===== src/rtl/multicycle_ctrl_pkg.sv =====
// Shared constants for the multi-cycle MIPS controller: instruction fields,
// ALU operation codes, datapath select encodings and controller states.
package multicycle_ctrl_pkg;

    // Primary opcodes (IR[31:26])
    localparam logic [5:0] INSTR_OP_RTYPE = 6'h00;
    localparam logic [5:0] INSTR_OP_BEQ   = 6'h04;
    localparam logic [5:0] INSTR_OP_BNE   = 6'h05;
    localparam logic [5:0] INSTR_OP_ADDI  = 6'h08;
    localparam logic [5:0] INSTR_OP_ADDIU = 6'h09;
    localparam logic [5:0] INSTR_OP_SLTI  = 6'h0A;
    localparam logic [5:0] INSTR_OP_SLTIU = 6'h0B;
    localparam logic [5:0] INSTR_OP_ANDI  = 6'h0C;
    localparam logic [5:0] INSTR_OP_ORI   = 6'h0D;
    localparam logic [5:0] INSTR_OP_XORI  = 6'h0E;
    localparam logic [5:0] INSTR_OP_LUI   = 6'h0F;
    localparam logic [5:0] INSTR_OP_LW    = 6'h23;
    localparam logic [5:0] INSTR_OP_SW    = 6'h2B;

    // R-type function codes (IR[5:0])
    localparam logic [5:0] INSTR_FUNCT_ADD  = 6'h20;
    localparam logic [5:0] INSTR_FUNCT_ADDU = 6'h21;
    localparam logic [5:0] INSTR_FUNCT_SUB  = 6'h22;
    localparam logic [5:0] INSTR_FUNCT_SUBU = 6'h23;
    localparam logic [5:0] INSTR_FUNCT_AND  = 6'h24;
    localparam logic [5:0] INSTR_FUNCT_OR   = 6'h25;
    localparam logic [5:0] INSTR_FUNCT_XOR  = 6'h26;
    localparam logic [5:0] INSTR_FUNCT_NOR  = 6'h27;
    localparam logic [5:0] INSTR_FUNCT_SLT  = 6'h2A;
    localparam logic [5:0] INSTR_FUNCT_SLTU = 6'h2B;

    // ALU operation codes
    localparam logic [4:0] ALUOp_ADD  = 5'd0;
    localparam logic [4:0] ALUOp_ADDU = 5'd1;
    localparam logic [4:0] ALUOp_SUB  = 5'd2;
    localparam logic [4:0] ALUOp_SUBU = 5'd3;
    localparam logic [4:0] ALUOp_AND  = 5'd4;
    localparam logic [4:0] ALUOp_OR   = 5'd5;
    localparam logic [4:0] ALUOp_XOR  = 5'd6;
    localparam logic [4:0] ALUOp_NOR  = 5'd7;
    localparam logic [4:0] ALUOp_SLT  = 5'd8;
    localparam logic [4:0] ALUOp_SLTU = 5'd9;
    localparam logic [4:0] ALUOp_LUI  = 5'd10;
    localparam logic [4:0] ALUOp_EQL  = 5'd11;
    localparam logic [4:0] ALUOp_BNE  = 5'd12;

    // Datapath select encodings
    localparam logic [1:0] SEL_REGDST_RT = 2'd0;
    localparam logic [1:0] SEL_REGDST_RD = 2'd1;
    localparam logic [1:0] SEL_WB_ALUOUT = 2'd0;
    localparam logic [1:0] SEL_WB_DM     = 2'd1;
    localparam logic       SEL_ALUA_PC   = 1'b0;
    localparam logic       SEL_ALUA_RS   = 1'b1;
    localparam logic [1:0] SEL_ALUB_RT      = 2'd0;
    localparam logic [1:0] SEL_ALUB_FOUR    = 2'd1;
    localparam logic [1:0] SEL_ALUB_IMM     = 2'd2;
    localparam logic [1:0] SEL_ALUB_IMM_SL2 = 2'd3;
    localparam logic       EXT_MODE_UNSIGNED = 1'b0;
    localparam logic       EXT_MODE_SIGNED   = 1'b1;

    // Controller states; IDLE is zero so the reset state reads as all-zero
    localparam logic [3:0] MCS_IDLE   = 4'd0;
    localparam logic [3:0] MCS_FETCH  = 4'd1;
    localparam logic [3:0] MCS_DECODE = 4'd2;
    localparam logic [3:0] MCS_EXEC_R = 4'd3;
    localparam logic [3:0] MCS_EXEC_I = 4'd4;
    localparam logic [3:0] MCS_WB_ALU = 4'd5;
    localparam logic [3:0] MCS_ADDR   = 4'd6;
    localparam logic [3:0] MCS_MEM_RD = 4'd7;
    localparam logic [3:0] MCS_WB_MEM = 4'd8;
    localparam logic [3:0] MCS_MEM_WR = 4'd9;
    localparam logic [3:0] MCS_BRANCH = 4'd10;
    localparam logic [3:0] MCS_TRAP   = 4'd11;

    // Instruction class produced by the decoder
    typedef enum logic [2:0] {
        CLS_RTYPE   = 3'd0,
        CLS_ITYPE   = 3'd1,
        CLS_LOAD    = 3'd2,
        CLS_STORE   = 3'd3,
        CLS_BRANCH  = 3'd4,
        CLS_ILLEGAL = 3'd5
    } instr_class_t;

endpackage


===== src/rtl/ctrl_decode.sv =====
// Combinational instruction decoder: classifies the IR fields and provides
// the ALU operation, immediate extension mode and destination select.
module ctrl_decode
    import multicycle_ctrl_pkg::*;
(
    input  logic [5:0]   opcode,
    input  logic [5:0]   funct,
    output instr_class_t iclass,
    output logic [4:0]   alu_op,
    output logic         imm_ext,
    output logic [1:0]   reg_dst
);

    // Opcode/funct table lookup; unknown encodings fall out as ILLEGAL
    always_comb begin
        iclass  = CLS_ILLEGAL;
        alu_op  = ALUOp_ADD;
        imm_ext = EXT_MODE_UNSIGNED;
        reg_dst = SEL_REGDST_RT;
        case (opcode)
            INSTR_OP_RTYPE: begin
                iclass  = CLS_RTYPE;
                reg_dst = SEL_REGDST_RD;
                case (funct)
                    INSTR_FUNCT_ADD:  alu_op = ALUOp_ADD;
                    INSTR_FUNCT_ADDU: alu_op = ALUOp_ADDU;
                    INSTR_FUNCT_SUB:  alu_op = ALUOp_SUB;
                    INSTR_FUNCT_SUBU: alu_op = ALUOp_SUBU;
                    INSTR_FUNCT_AND:  alu_op = ALUOp_AND;
                    INSTR_FUNCT_OR:   alu_op = ALUOp_OR;
                    INSTR_FUNCT_XOR:  alu_op = ALUOp_XOR;
                    INSTR_FUNCT_NOR:  alu_op = ALUOp_NOR;
                    INSTR_FUNCT_SLT:  alu_op = ALUOp_SLT;
                    INSTR_FUNCT_SLTU: alu_op = ALUOp_SLTU;
                    default: begin
                        iclass  = CLS_ILLEGAL;
                        reg_dst = SEL_REGDST_RT;
                    end
                endcase
            end
            INSTR_OP_ADDI: begin
                iclass = CLS_ITYPE; alu_op = ALUOp_ADD; imm_ext = EXT_MODE_SIGNED;
            end
            INSTR_OP_ADDIU: begin
                iclass = CLS_ITYPE; alu_op = ALUOp_ADDU; imm_ext = EXT_MODE_SIGNED;
            end
            INSTR_OP_SLTI: begin
                iclass = CLS_ITYPE; alu_op = ALUOp_SLT; imm_ext = EXT_MODE_SIGNED;
            end
            INSTR_OP_SLTIU: begin
                iclass = CLS_ITYPE; alu_op = ALUOp_SLTU; imm_ext = EXT_MODE_SIGNED;
            end
            INSTR_OP_ANDI: begin
                iclass = CLS_ITYPE; alu_op = ALUOp_AND;
            end
            INSTR_OP_ORI: begin
                iclass = CLS_ITYPE; alu_op = ALUOp_OR;
            end
            INSTR_OP_XORI: begin
                iclass = CLS_ITYPE; alu_op = ALUOp_XOR;
            end
            INSTR_OP_LUI: begin
                iclass = CLS_ITYPE; alu_op = ALUOp_LUI;
            end
            INSTR_OP_LW: begin
                iclass = CLS_LOAD; imm_ext = EXT_MODE_SIGNED;
            end
            INSTR_OP_SW: begin
                iclass = CLS_STORE; imm_ext = EXT_MODE_SIGNED;
            end
            INSTR_OP_BEQ: begin
                iclass = CLS_BRANCH; alu_op = ALUOp_EQL;
            end
            INSTR_OP_BNE: begin
                iclass = CLS_BRANCH; alu_op = ALUOp_BNE;
            end
            default: iclass = CLS_ILLEGAL;
        endcase
    end

endmodule


===== src/rtl/multicycle_ctrl.sv =====
// Multi-cycle main controller: sequences fetch/decode/execute/memory/writeback
// over a shared req/ready memory port and drives the datapath selects.
module multicycle_ctrl
    import multicycle_ctrl_pkg::*;
#(
    parameter int ALUOP_W     = 5,
    parameter int MEM_TIMEOUT = 16,
    parameter int STATE_W     = 4
) (
    input  logic               clk,
    input  logic               rst_n,
    input  logic [5:0]         opcode,
    input  logic [5:0]         funct,
    input  logic               mem_ready,
    output logic               mem_req,
    output logic               mem_we,
    output logic               i_or_d,
    output logic               ir_write,
    output logic               pc_write,
    output logic               pc_write_cond,
    output logic               reg_write,
    output logic [1:0]         reg_dst,
    output logic [1:0]         mem_to_reg,
    output logic               alu_src_a,
    output logic [1:0]         alu_src_b,
    output logic [ALUOP_W-1:0] alu_op,
    output logic               imm_ext,
    output logic               illegal,
    output logic               bus_err,
    output logic [STATE_W-1:0] state
);

    localparam int CNT_W = (MEM_TIMEOUT > 0) ? $clog2(MEM_TIMEOUT + 1) : 1;

    logic [3:0]       state_reg, state_next;
    logic [CNT_W-1:0] wait_cnt_reg, wait_cnt_next;
    logic             in_access;
    logic             timeout;
    logic [4:0]       alu_op_c;

    instr_class_t     dec_class;
    logic [4:0]       dec_alu_op;
    logic             dec_imm_ext;
    logic [1:0]       dec_reg_dst;

    ctrl_decode u_decode (
        .opcode  (opcode),
        .funct   (funct),
        .iclass  (dec_class),
        .alu_op  (dec_alu_op),
        .imm_ext (dec_imm_ext),
        .reg_dst (dec_reg_dst)
    );

    assign in_access = (state_reg == MCS_FETCH) || (state_reg == MCS_MEM_RD) ||
                       (state_reg == MCS_MEM_WR);
    // A ready arriving in the timeout cycle still completes the access normally
    assign timeout   = (MEM_TIMEOUT != 0) && in_access && !mem_ready &&
                       (wait_cnt_reg == CNT_W'(MEM_TIMEOUT));

    // State and wait counter registers; reset drops any in-flight access
    always_ff @(posedge clk or negedge rst_n) begin
        if (!rst_n) begin
            state_reg    <= MCS_IDLE;
            wait_cnt_reg <= '0;
        end else begin
            state_reg    <= state_next;
            wait_cnt_reg <= wait_cnt_next;
        end
    end

    // Wait counter: zero outside accesses and at the end of each access, so
    // every FETCH/MEM_RD/MEM_WR visit starts counting from zero
    always_comb begin
        wait_cnt_next = wait_cnt_reg;
        if (!in_access || mem_ready || timeout) begin
            wait_cnt_next = '0;
        end else if (wait_cnt_reg != {CNT_W{1'b1}}) begin
            wait_cnt_next = wait_cnt_reg + CNT_W'(1);
        end
    end

    // Next-state sequencing
    always_comb begin
        state_next = state_reg;
        case (state_reg)
            MCS_IDLE:   state_next = MCS_FETCH;
            MCS_FETCH:  state_next = mem_ready ? MCS_DECODE : MCS_FETCH;
            MCS_DECODE: begin
                case (dec_class)
                    CLS_RTYPE:  state_next = MCS_EXEC_R;
                    CLS_ITYPE:  state_next = MCS_EXEC_I;
                    CLS_LOAD,
                    CLS_STORE:  state_next = MCS_ADDR;
                    CLS_BRANCH: state_next = MCS_BRANCH;
                    default:    state_next = MCS_TRAP;
                endcase
            end
            MCS_EXEC_R: state_next = MCS_WB_ALU;
            MCS_EXEC_I: state_next = MCS_WB_ALU;
            MCS_WB_ALU: state_next = MCS_FETCH;
            MCS_ADDR:   state_next = (dec_class == CLS_LOAD) ? MCS_MEM_RD : MCS_MEM_WR;
            MCS_MEM_RD: begin
                if (mem_ready)    state_next = MCS_WB_MEM;
                else if (timeout) state_next = MCS_FETCH;
            end
            MCS_WB_MEM: state_next = MCS_FETCH;
            MCS_MEM_WR: begin
                if (mem_ready || timeout) state_next = MCS_FETCH;
            end
            MCS_BRANCH: state_next = MCS_FETCH;
            MCS_TRAP:   state_next = MCS_FETCH;
            default:    state_next = MCS_IDLE;
        endcase
    end

    // Output decode from the current state and the IR fields
    always_comb begin
        mem_req       = 1'b0;
        mem_we        = 1'b0;
        i_or_d        = 1'b0;
        ir_write      = 1'b0;
        pc_write      = 1'b0;
        pc_write_cond = 1'b0;
        reg_write     = 1'b0;
        reg_dst       = SEL_REGDST_RT;
        mem_to_reg    = SEL_WB_ALUOUT;
        alu_src_a     = SEL_ALUA_PC;
        alu_src_b     = SEL_ALUB_RT;
        alu_op_c      = ALUOp_ADD;
        imm_ext       = EXT_MODE_UNSIGNED;
        illegal       = 1'b0;
        bus_err       = timeout;
        case (state_reg)
            MCS_FETCH: begin
                mem_req   = 1'b1;
                alu_src_b = SEL_ALUB_FOUR;
                alu_op_c  = ALUOp_ADDU;
                ir_write  = mem_ready;
                pc_write  = mem_ready;
            end
            MCS_DECODE: begin
                // Speculative branch target: PC + (sign-extended imm << 2)
                alu_src_b = SEL_ALUB_IMM_SL2;
                alu_op_c  = ALUOp_ADDU;
                imm_ext   = EXT_MODE_SIGNED;
            end
            MCS_EXEC_R: begin
                alu_src_a = SEL_ALUA_RS;
                alu_src_b = SEL_ALUB_RT;
                alu_op_c  = dec_alu_op;
            end
            MCS_EXEC_I: begin
                alu_src_a = SEL_ALUA_RS;
                alu_src_b = SEL_ALUB_IMM;
                alu_op_c  = dec_alu_op;
                imm_ext   = dec_imm_ext;
            end
            MCS_WB_ALU: begin
                reg_write  = 1'b1;
                mem_to_reg = SEL_WB_ALUOUT;
                reg_dst    = dec_reg_dst;
            end
            MCS_ADDR: begin
                alu_src_a = SEL_ALUA_RS;
                alu_src_b = SEL_ALUB_IMM;
                alu_op_c  = ALUOp_ADD;
                imm_ext   = EXT_MODE_SIGNED;
            end
            MCS_MEM_RD: begin
                mem_req = 1'b1;
                i_or_d  = 1'b1;
            end
            MCS_WB_MEM: begin
                reg_write  = 1'b1;
                mem_to_reg = SEL_WB_DM;
                reg_dst    = SEL_REGDST_RT;
            end
            MCS_MEM_WR: begin
                mem_req = 1'b1;
                mem_we  = 1'b1;
                i_or_d  = 1'b1;
            end
            MCS_BRANCH: begin
                alu_src_a     = SEL_ALUA_RS;
                alu_src_b     = SEL_ALUB_RT;
                pc_write_cond = 1'b1;
                alu_op_c      = dec_alu_op;
            end
            MCS_TRAP: illegal = 1'b1;
            default: ;
        endcase
    end

    assign alu_op = ALUOP_W'(alu_op_c);
    assign state  = STATE_W'(state_reg);

endmodule


===== config.mk =====
export PLATFORM = sky130hd
export DESIGN_NAME = multicycle_ctrl
export DESIGN_NICKNAME = d
export VERILOG_FILES = /design/src/rtl/multicycle_ctrl_pkg.sv /design/src/rtl/ctrl_decode.sv /design/src/rtl/multicycle_ctrl.sv
export SDC_FILE = /design/constraint.sdc
export NUM_CORES = 1
export LEC_CHECK = 0
export BUFFER_PORTS_ARGS = -buffer_cell sky130_fd_sc_hd__buf_2
export CORE_ASPECT_RATIO = 0.7
export CORE_MARGIN = 2
export CORE_UTILIZATION = 48
export DETAILED_ROUTE_END_ITERATION = 8
export GPL_ROUTABILITY_DRIVEN = 1
export PLACE_DENSITY = 0.79
export SYNTH_ARGS = -nofsm -noshare
export SYNTH_HDL_FRONTEND = slang
export SYNTH_SLANG_ARGS = --single-unit

===== constraint.sdc =====
create_clock -name clk -period 2.1 [get_ports clk]
set_clock_uncertainty 0.1 [all_clocks]
set_input_delay 0.105 -clock clk [delete_from_list [all_inputs] [get_ports clk]]
set_output_delay 0.105 -clock clk [all_outputs]
set_load 0.01 [all_outputs]

Word level (Yosys, flattened, before mapping):

Index checks and enable logic that the tools add are counted.

* flip-flop bits (word level): 9
* latch bits: 0
* RAM bits: 0
* memory bits (read-only): 0
* input bits: 15
* output and inout port bits: 26
* word-level logic and storage cells: 102
* memories: 0

* add/sub/neg operators: 1
* $mul: 0
* divide/modulo/power cells: 0
* $lt $le $gt $ge: 0
* equal/unequal tests: 41
* shift operators: 0
* multiplexer cells: 29
* bitwise logic cells: 0
* reduce and logical (&&, ||, !) cells: 29

Operator list (count)
* $eq A6 B6 Y1 const B: 12
* $pmux W5 S10: 1
* $eq A6 B4 Y1 const B: 8
* $pmux W4 S9: 1
* $pmux W4 S7: 1
* $eq A4 B3 Y1 const B: 4
* $eq A4 B4 Y1 const B: 4
* $mux W4: 4
* $pmux W4 S4: 1
* $reduce_or A2 Y1: 8
* $pmux W3 S5: 1
* $eq A6 B3 Y1 const B: 2
* $mux W1: 11
* $mux W5: 2
* $pmux W5 S2: 1
* $reduce_or A10 Y1: 1
* $eq A4 B2 Y1 const B: 2
* $reduce_or A8 Y1: 1
* $eq A3 B2 Y1 const B: 2
* $logic_not A6 Y1: 1
* $mux W2: 3
* $pmux W2 S3: 1
* $reduce_or A3 Y1: 2
* $reduce_or A6 Y1: 1
* other kinds (19): 25

Longest topological paths before layout:

* depth after elaboration: 8
* mapped depth: 6

Modules after synthesis:

Synthesis repeated with hierarchy kept, for this count alone.

* cells, all modules: 152
* area, all modules: 1124.8 um^2

Modules (own cells, without submodules)
* multicycle_ctrl: times used 1, cells an instance 109, area an instance 854.6 um^2, seq. area each 225.2 um^2
* ctrl_decode: times used 1, cells an instance 43, area an instance 270.3 um^2, seq. area each 0.0 um^2

Worst setup path after synthesis:

OpenSTA, ideal clock, no wires.

* path kind: register to register
* from: register wait_cnt_reg[0]
* to: register wait_cnt_reg[3]
* library setup time: 0.121 ns
* arrival time: 1.376 ns
* data required time: 1.879 ns
* slack: 0.503 ns
* stages on the path, launching flop included: 7
* period minus slack after synthesis: 1.597 ns
* cell sequence: dfrtp_1 ha_1 and3_1 ha_1 nand4b_1 xor2_1 nor2_1

* longest elaborated chain between the ends: 4
* elaborated cells on any way between the ends: 8
* classes of those cells: add/sub: 1; eq/ne: 2; mux: 2; reduce/logical: 3

Ends and longest elaborated chain
* start: declaration: RTL line multicycle_ctrl.sv:36 `logic [CNT_W-1:0] wait_cnt_reg, wait_cnt_next;`
* start signal: assignment: RTL line multicycle_ctrl.sv:68 `wait_cnt_reg <= wait_cnt_next;`
* parallel branches: the longest is 4 deep, another holds $add A5 B1 Y5

Parallel ways; which one is timed is not known. The select of a mux whose other input is x is not followed.
A chain may end at the register's enable or synchronous reset.

Worst setup path in the final report:

* from: register state_reg[3] (netlist: state[3])
* to: output alu_op[3]

* longest elaborated chain between the ends: 3
* elaborated cells on any way between the ends: 8
* classes of those cells: eq/ne: 5; mux: 1; reduce/logical: 2

Ends and longest elaborated chain
* start: declaration: RTL line multicycle_ctrl.sv:35 `logic [3:0] state_reg, state_next;`
* start signal: assignment: RTL line multicycle_ctrl.sv:67 `state_reg <= state_next;`
* $eq A4 B4 Y1 (tied with other cells): RTL line multicycle_ctrl.sv:134 `case (state_reg)`
* $reduce_or A3 Y1 (no line) or $reduce_or A2 Y1 (tied branches)
* $pmux W5 S2 *: RTL line multicycle_ctrl.sv:134
* end: declaration: RTL line multicycle_ctrl.sv:26 `output logic [ALUOP_W-1:0] alu_op,`

Mark *: on every way between the ends. The rest lies on a longest branch, timed or not.

==> flow_summary.toml <==
[clock_tree]
cts_setup_buffers = 0
insertion_delay_ps = 270
cts-buffers-inserted = 3
path_clk_slew_ps = 60
cts_num_sinks = 9
cts-root-buf = "clkbuf_4"
clk_path_buf_depth = 2
cts_tree = "built"
htreeDepth = 1

[placement]
placedCellCount = 182
io_buffers = 37
routabilityCongestion = 0.865
hpwl_um = 2190

[synth]
yosys_warnings = 0
netlist_area_um2 = 1030
synthFlopType = "dfrtp_1"
ys_types = 46
netlist_instances = 133
syn_avg_cell_area_um2 = 7.71
synth_seq_cells = 9
synth_edf_count = 0
async_flop_share = 1.00
yosysSeqAreaShare = 0.220

[grt]
grt_pass1_vias = 1019
grt-ovfl-total = 0
grt_max_degree = 15
antenna_found_initial = 0
grt_pass1_wl_um = 4530
grt_usage = 0.236

[drt]
m1WireLength_um = 1230
via_per_inst = 5.94
drc = 0
wl_met3_um = 272
post_drt_wl_per_cell_um = 14.9
first_pass_iters = 4
top_layer = "met4"
num_vias = 1110
met2WireLength_um = 1240
drt_iter0_markers = 32
wl_um = 2800
ant_nets = 0

[critical_path]
critical_path_buf_inv_count = 1
cp_max_fo = 13
cp_slowest_stage_delay_ps = 500
critPathTopFamily = "flip-flops"
crit_arrival_ps = 1730
slowest_stage = "dfrtp_2"
crit_chain = "nand2b_1, nor3_1, o221ai_1, a21oi_1, buf_2"
cp-start-kind = "register"
crit_path_end_kind = "output port"
required_ps = 1890
path_class = "reg2out"

[flow_run]
drv_cap = 0

[cells_and_area]
fillers = 180
largest_reg_flops = 5
layout-drive-gt1-share = 0.327
synthToLayoutAreaGrowth_pct = 18.7
regArea_um2 = 230
layoutNonFillerInstCount = 187
final_cell_mix = "buf_2 (37), nor2_1 (18), nand2_1 (8)"
num_antenna_cells = 0
mostFrequentLayoutCell = "buf_2"
multi_input_area_um2 = 712
nets = 184

[status]
status = "finished clean"

[floorplanning]
die_w_um = 59.3
design.core.area_um2 = 1940
rows = 13
die-area_um2 = 2530
die_h_um = 42.7
io_pins = 41
floorplan.initialDensity = 0.530

[power]
ir_drop_uv = 646
p_leak_nw = 0.571
power_density_nw_per_um2 = 921
p_total_mw = 1.12

[timing]
max_freq_ghz = 0.516
tns_ps = 0
rsz0062_at_grt = "false"
setup_viol = 0
period_share = 0.924
final-hold-violation-count = 0
maxSlewViolCount = 0
min_period_ps = 1940

[hold_path]
min_path_type = "in2async"
cell type report:
cell class                 count  share of cell area
multi-input combinational    108               0.585
tap                           22              0.0226
timing repair buffer          39               0.166
clock buffer                   4              0.0216
sequential                     9               0.189
inverter                       5              0.0154
metal layers:
metal,global-route usage,vias up
met3,0.0671,8
met4,0.0818,0
met2,0.356,62
met1,0.320,499
li1,-,541
met5,0,-
kinds of logic after synthesis:
group,after synthesis,share of synthesized area
xor+xnor,4,0.0342
fa+ha+maj,3,0.0366
flops,9,0.220
buf+inv,18,0.0976
compound gates,33,0.239
other cells,1,0.00366
mux,4,0.0402
simple gates,61,0.329
power by group:
part           internal [mW]  total (mW)  switching [mW]
combinational          0.284       0.637           0.353
clock                 0.0735       0.139          0.0658
sequential             0.220       0.344           0.124
total                  0.578        1.12           0.543
worst register-to-register path: stages, from the launching register on:
cell and delay [ps]:
dfrtp_1 430, ha_1 220, and3_1 180, ha_1 250, nand4b_1 220, xor2_1 160
nor2_1 110
cell usage after synthesis (2+ instances only):
master    instances  area (um2)
a21oi_1           7        35.0
nand2b_1          6        37.5
mux2i_1           3        30.0
nor3_1            6        30.0
o21ai_0           4        20.0
xnor2_1           2        17.5
ha_1              3        37.5
buf_4             5        37.5
nand2_1           8        30.0
a21o_1            2        15.0
nand3b_1          5        37.5
nand3_1           3        15.0
xor2_1            2        17.5
o21a_1            3        22.5
nor2_1           19        71.3
nand4b_1          3        26.3
inv_1             5        18.8
nor3b_1           3        22.5
buf_2             5        25.0
o21bai_1          2        15.0
a32oi_1           2        17.5
nor2b_1           2        12.5
dfrtp_1           9         225
a21boi_0          2        15.0
worst paths after layout:
kind | from | end | slack, ps | depth (start not counted)
max | state[3] | alu_op[3] | 160 | 5
min | rst_n | wait_cnt_reg[0] | 110 | 2
max reg2reg | wait_cnt_reg[0] | wait_cnt_reg[3] | 350 | 6
min reg2reg | wait_cnt_reg[2] | wait_cnt_reg[2] | 510 | 2
max in group asynchronous | rst_n | state[3] | 1590 | 2
min in group clk | mem_ready | state[3] | 130 | 3
through the flow:
stage	hold WS, ps	utilization	area, um2	setup WS (ps)
CTS	108	0.624	1210	71.0
global route	114	0.629	1220	33.7
detailed placement	-133	0.606	1170	366
finish	111	0.629	1220	161
global placement	-137	0.606	1170	428
floorplan	-291	-	1030	503
timing repair:
action / CTS / global route
hold buffers: 1 / 0
gates resized for setup: 0 / 6
hold endpoints to repair: 9 / 0
setup endpoints to repair: 0 / 5
Power figures use the tool's default switching activity.
